File: src/rtl/seq_pkg.sv
// ---------------------------------------------------------------------------
// seq_pkg
// Shared definitions for the 10010 sequence detectors, their stimulus
// generator (serial_pattern_tx) and the golden pattern model.
//   state_t      : transmitter FSM states
//   DEF_PATTERN  : default detected pattern, MSB is the oldest stream bit
//   DEF_PLEN     : default pattern length in bits
// ---------------------------------------------------------------------------
package seq_pkg;

  typedef enum logic [0:0] {
    IDLE  = 1'b0,
    SHIFT = 1'b1
  } state_t;

  localparam logic [4:0] DEF_PATTERN = 5'b10010;
  localparam int         DEF_PLEN    = 5;

endpackage

File: src/rtl/pattern_model.sv
// ---------------------------------------------------------------------------
// pattern_model
// Golden model of an overlapping Mealy pattern detector on a serial stream.
// A history register remembers the last PLEN-1 bits; hit compares that
// history plus the current bit against the pattern, so hit is aligned with
// the bit being presented. count is a saturating tally of hits.
// Ports:
//   clk    : rising-edge clock
//   rst    : synchronous active-high reset (clears history and count)
//   bit_in : current stream bit (sampled every clock, idle fill included)
//   hit    : combinational match of {history, bit_in} against the pattern
//   count  : saturating number of clock edges at which hit was high
// ---------------------------------------------------------------------------
module pattern_model import seq_pkg::*; #(
  parameter int         PLEN    = DEF_PLEN,
  // Only the low PLEN bits are significant.
  parameter logic [7:0] PATTERN = 8'(DEF_PATTERN),
  parameter int         CNT_W   = 8
) (
  input  logic             clk,
  input  logic             rst,
  input  logic             bit_in,
  output logic             hit,
  output logic [CNT_W-1:0] count
);

  logic [PLEN-2:0]  hist_q;
  logic [PLEN-2:0]  hist_d;
  logic [PLEN-1:0]  window;
  logic [CNT_W-1:0] count_q;
  logic [CNT_W-1:0] count_d;

  // Oldest bit on the left, current bit on the right.
  assign window = {hist_q, bit_in};
  assign hit    = (window == PATTERN[PLEN-1:0]);
  assign hist_d = window[PLEN-2:0];
  assign count  = count_q;

  always_comb begin
    count_d = count_q;
    if (hit && (count_q != {CNT_W{1'b1}})) begin
      count_d = count_q + CNT_W'(1);
    end
  end

  always_ff @(posedge clk) begin
    if (rst) begin
      hist_q  <= '0;
      count_q <= '0;
    end else begin
      hist_q  <= hist_d;
      count_q <= count_d;
    end
  end

endmodule

File: src/rtl/serial_pattern_tx.sv
// ---------------------------------------------------------------------------
// serial_pattern_tx
// Accepts parallel words over a valid/ready handshake and serializes them
// MSB-first onto j, the input stream of the 10010 detectors. An embedded
// pattern_model produces exp_w, the expected Mealy detector output for the
// bit currently on j, plus a saturating count of expected detections.
// Ports:
//   clk       : rising-edge clock
//   rst       : synchronous active-high reset
//   data_in   : word to transmit
//   load      : data_in valid
//   ready     : a word can be accepted this cycle
//   j         : serial bit to the detector (0 during idle fill)
//   j_valid   : j carries a data bit
//   exp_w     : expected Mealy detection for the current j
//   done      : high while the last bit of a word is on j
//   match_cnt : saturating count of exp_w assertions
// ---------------------------------------------------------------------------
module serial_pattern_tx import seq_pkg::*; #(
  parameter int         WIDTH   = 8,
  parameter logic [7:0] PATTERN = 8'(DEF_PATTERN),
  parameter int         PLEN    = DEF_PLEN,
  parameter int         CNT_W   = 8
) (
  input  logic             clk,
  input  logic             rst,
  input  logic [WIDTH-1:0] data_in,
  input  logic             load,
  output logic             ready,
  output logic             j,
  output logic             j_valid,
  output logic             exp_w,
  output logic             done,
  output logic [CNT_W-1:0] match_cnt
);

  localparam int            BW   = $clog2(WIDTH);
  localparam logic [BW-1:0] LAST = BW'(WIDTH - 1);

  state_t           state_q;
  state_t           state_d;
  logic [WIDTH-1:0] shreg_q;
  logic [WIDTH-1:0] shreg_d;
  logic [BW-1:0]    bitcnt_q;
  logic [BW-1:0]    bitcnt_d;
  logic             last_bit;
  logic             accept;

  assign last_bit = (state_q == SHIFT) && (bitcnt_q == LAST);
  // The last-bit cycle can take the next word, giving gap-free streaming.
  assign ready    = !rst && ((state_q == IDLE) || last_bit);
  assign accept   = load && ready;

  // j is a pure function of registered state: the MSB of the shift
  // register while shifting, and forced 0 as idle fill.
  assign j        = (state_q == SHIFT) && shreg_q[WIDTH-1];
  assign j_valid  = (state_q == SHIFT);
  assign done     = last_bit;

  always_comb begin
    state_d  = state_q;
    shreg_d  = shreg_q;
    bitcnt_d = bitcnt_q;
    if (accept) begin
      state_d  = SHIFT;
      shreg_d  = data_in;
      bitcnt_d = '0;
    end else if (last_bit) begin
      state_d  = IDLE;
    end else if (state_q == SHIFT) begin
      shreg_d  = {shreg_q[WIDTH-2:0], 1'b0};
      bitcnt_d = bitcnt_q + BW'(1);
    end
  end

  always_ff @(posedge clk) begin
    if (rst) begin
      state_q  <= IDLE;
      shreg_q  <= '0;
      bitcnt_q <= '0;
    end else begin
      state_q  <= state_d;
      shreg_q  <= shreg_d;
      bitcnt_q <= bitcnt_d;
    end
  end

  // The model sees every stream bit, idle zeros included, exactly as a
  // detector sampling j on each clock would.
  pattern_model #(
    .PLEN    (PLEN),
    .PATTERN (PATTERN),
    .CNT_W   (CNT_W)
  ) u_model (
    .clk    (clk),
    .rst    (rst),
    .bit_in (j),
    .hit    (exp_w),
    .count  (match_cnt)
  );

endmodule

File: config.mk
export PLATFORM = sky130hd
export DESIGN_NAME = serial_pattern_tx
export DESIGN_NICKNAME = d
export VERILOG_FILES = /design/src/rtl/seq_pkg.sv /design/src/rtl/pattern_model.sv /design/src/rtl/serial_pattern_tx.sv
export SDC_FILE = /design/constraint.sdc
export NUM_CORES = 1
export LEC_CHECK = 0
export BUFFER_PORTS_ARGS = -buffer_cell sky130_fd_sc_hd__buf_2
export CAP_MARGIN = 5
export CORE_MARGIN = 8
export CORE_UTILIZATION = 46
export DETAILED_ROUTE_END_ITERATION = 7
export PLACE_DENSITY = 0.72
export SYNTH_ARGS = -nofsm -noshare
export SYNTH_HDL_FRONTEND = slang
export SYNTH_SLANG_ARGS = --single-unit
File: constraint.sdc
create_clock -name clk -period 1.45 [get_ports clk]
set_clock_uncertainty 0.05 [all_clocks]
set_input_delay 0.145 -clock clk [delete_from_list [all_inputs] [get_ports clk]]
set_output_delay 0.145 -clock clk [all_outputs]
set_load 0.05 [all_outputs]
==> metrics.md <==
| Metric | Value |
|---|---|
| Status | `complete, but fails checks` |
| Failing checks | `negative setup slack` |
| Num rows | `17` |
| Synth warn | `0` |
| Port Buffers | `23` |
| Synth unique cells | `28` |
| Worst reg-to-reg path cell count | `8` |
| Most used DFF post-synth | `dfxtp_1` |
| Post-layout power | `~1.2 mW` |
| Initial antenna violation count | `0` |
| DRC | `0` |
| Synth Instances | `111` |
| Share of layout cells above drive strength 1 | `0.430` |
| Register area share after synthesis | `0.455` |
| CP Launch Type | `register` |
| Initial core utilization | `0.482` |
| Syn Nets | `roughly 130` |
| Pwr/cell area | `858 nW/um^2` |
| Num CTS Buffers | `3` |
| Finished Layout Cells | `170` |
| Final period util | `1.05` |
| Fill cells | `184` |
| Final setup fails | `3` |
| Final Hold Fails | `0` |
| GPL Wtd Cong | `~0.76` |
| Vias per cell | `approximately 5.3` |
| TritonRoute pass-1 iters | `4` |
| # H-tree levels | `1` |
| Die Width | `63.9 um` |
| CP Data Arrival Time | `around 1.3 ns` |
| Die Ht | `63.9 um` |
| Clock slew at reported path FFs | `~0.14 ns` |
| Final wirelength | `2410 um` |
| FMAX | `654 MHz` |
| Number of global-route vias before repair | `904` |
| Final-stage net count | `157` |
| RSZ-0062 raised after global routing | `true` |
| DRT antenna net count | `0` |
| Slew Viols, Final | `0` |
| Post-layout instance area | `1390 um^2` |
| Hold path cells | `3` |
| Worst Max-Slew Pin Slew | `roughly 0.28 ns` |
| Synth Area per Inst | `9.51 um^2` |
| Setup WS pre-CTS | `about 0.010 ns` |
| Post-route setup TNS | `-0.148 ns` |
| Critical Path End Type | `output pin` |
| VDD IR max | `0.576 mV` |
| Io pins | `24` |
| Fin worst setup slack | `-0.0779 ns` |
| Slew margin rel. | `0.810` |
| DP HPWL | `about 1700 um` |
| Mapped Area | `between 1000 and 1500 um^2` |
| Die Footprint | `4090 um^2` |
| EDFF count, synth | `0` |
| First DRT Iteration DRCs | `29` |
| Largest net degree at the start of global routing | `15` |
| Root Buffer Master | `clkbuf_4` |
| CP Class | `reg2out` |
| Total gr overflow | `0` |
| Hold Slack | `0.0957 ns` |
| First-pass GRT wire length | `around 4000 um` |
| Clock tree buffer depth | `2` |
| Synth-to-layout area growth | `32.0%` |
| Fin crit period | `between 1.5 and 2 ns` |
| Worst skew pair latency | `0.31 ns` |
| Core Region | `2190 um^2` |
| Yosys reg bits | `24` |
| Wire per inst | `between 10 and 15 um` |
| CTS sink cnt | `24` |
| Post-synthesis async set-or-reset flop share | `0` |
| Area post-placement | `1260 um^2` |
| Number of max-cap violations | `0` |
| Static Leakage | `about 0.62 nW` |
| Maximum net fanout on the critical path | `3` |
| DP Cell Count | `163` |
| Final Util | `0.636` |
| CTS tree | `built` |
| GRT Resource Usage Total | `0.120` |
| Crit path required time | `1.25 ns` |
| Vias post-DR | `894` |
| Hold WC Path Type | `in2reg` |
| Diodes inserted | `0` |
-- repair_timing --
action,4_1_cts,5_1_grt
hold buffers,0,0
setup buffers,3,0
hold endpoints to repair,0,0
endpoints found under the setup margin,7,12
pin swaps,2,8
resized for setup,19,2
-- flip-flops by register name (all words and copies together) (netlist names) --
name	flops
shreg_q	8
u_model.count	8
u_model.hist_q	4
bitcnt_q	3
j_valid	1
-- power breakdown --
part / switching (mW) / internal, mW / leakage (nW)
clock: 0.196 / 0.153 / 0.0210
sequential: 0.0170 / 0.681 / 0.203
combinational: 0.0807 / 0.0676 / 0.392
-- layout make-up --
class                      count  area [um^2]  area share
tap                           28         35.0      0.0251
clock buffer                   4         36.3      0.0260
inverter                       2         7.51     0.00539
multi-input combinational     80          604       0.434
sequential                    24          502       0.360
timing repair buffer          32          209       0.150
-- layer usage --
layer / track usage / vias to the layer above / routed length [um]
li1: - / 462 / -
met1: 0.146 / 405 / 1110
met2: 0.187 / 23 / 1150
met3: 0.0296 / 4 / 114
met4: 0.0669 / 0 / 38
met5: 0 / - / 0
-- cell usage in the layout, fill, tap and decap left out, types with 2 or more instances in the layout --
master,instances
nand2_1,4
dfxtp_1,11
buf_4,8
clkbuf_4,3
and2_4,2
buf_6,3
nor2_1,16
nor2b_1,3
a21oi_1,6
xor2_1,2
inv_1,2
buf_2,20
ha_4,3
a211oi_1,8
dfxtp_4,2
nand3b_1,2
mux2i_1,10
o21ai_0,3
nor3_1,2
dfxtp_2,11
or3_1,3
nand3_1,3
-- worst paths after layout --
check	slack (ns)	to	startpoint
worst max-delay path	-0.08	ready	bitcnt_q[1]$_SDFFE_PP0P_
worst min-delay path	0.1	shreg_q[0]$_SDFFE_PP0P_	data_in[0]
worst max register to register	0.01	bitcnt_q[0]$_SDFFE_PP0P_	bitcnt_q[1]$_SDFFE_PP0P_
worst min register to register	0.41	u_model.hist_q[3]$_SDFF_PP0_	u_model.hist_q[2]$_SDFF_PP0_
-- synthesized netlist by cell type, types with 2 or more instances --
master | n | share of area
dfxtp_1 | 24 | 0.45
buf_2 | 2 | 0.0095
xor2_1 | 2 | 0.017
nor3_1 | 2 | 0.0095
nand3_1 | 4 | 0.019
clkbuf_1 | 3 | 0.011
and2_1 | 2 | 0.012
nand2_1 | 4 | 0.014
nor2b_1 | 4 | 0.024
a21oi_1 | 6 | 0.028
nand3b_1 | 2 | 0.014
ha_1 | 3 | 0.036
o21ai_0 | 3 | 0.014
or3_1 | 3 | 0.018
mux2i_1 | 10 | 0.095
inv_1 | 2 | 0.0071
a211oi_1 | 8 | 0.057
nor2_1 | 17 | 0.060
-- cell families (layout without fill, tap and decap cells) --
kind of cell,Yosys count,in the layout,synth area share
fa+ha+maj,3,3,0.0355
xor+xnor,2,2,0.0166
simple gates,46,46,0.243
mux,10,10,0.0948
buf+inv,7,38,0.0273
compound gates,19,19,0.128
flops,24,24,0.455
-- worst max-delay path: stages (launching register included) --
cell     delay (ns)
dfxtp_2        0.36
ha_4           0.16
ha_4           0.17
nor2b_4        0.12
nor2_2         0.05
buf_6          0.15
(Power assumes the default switching activity.)
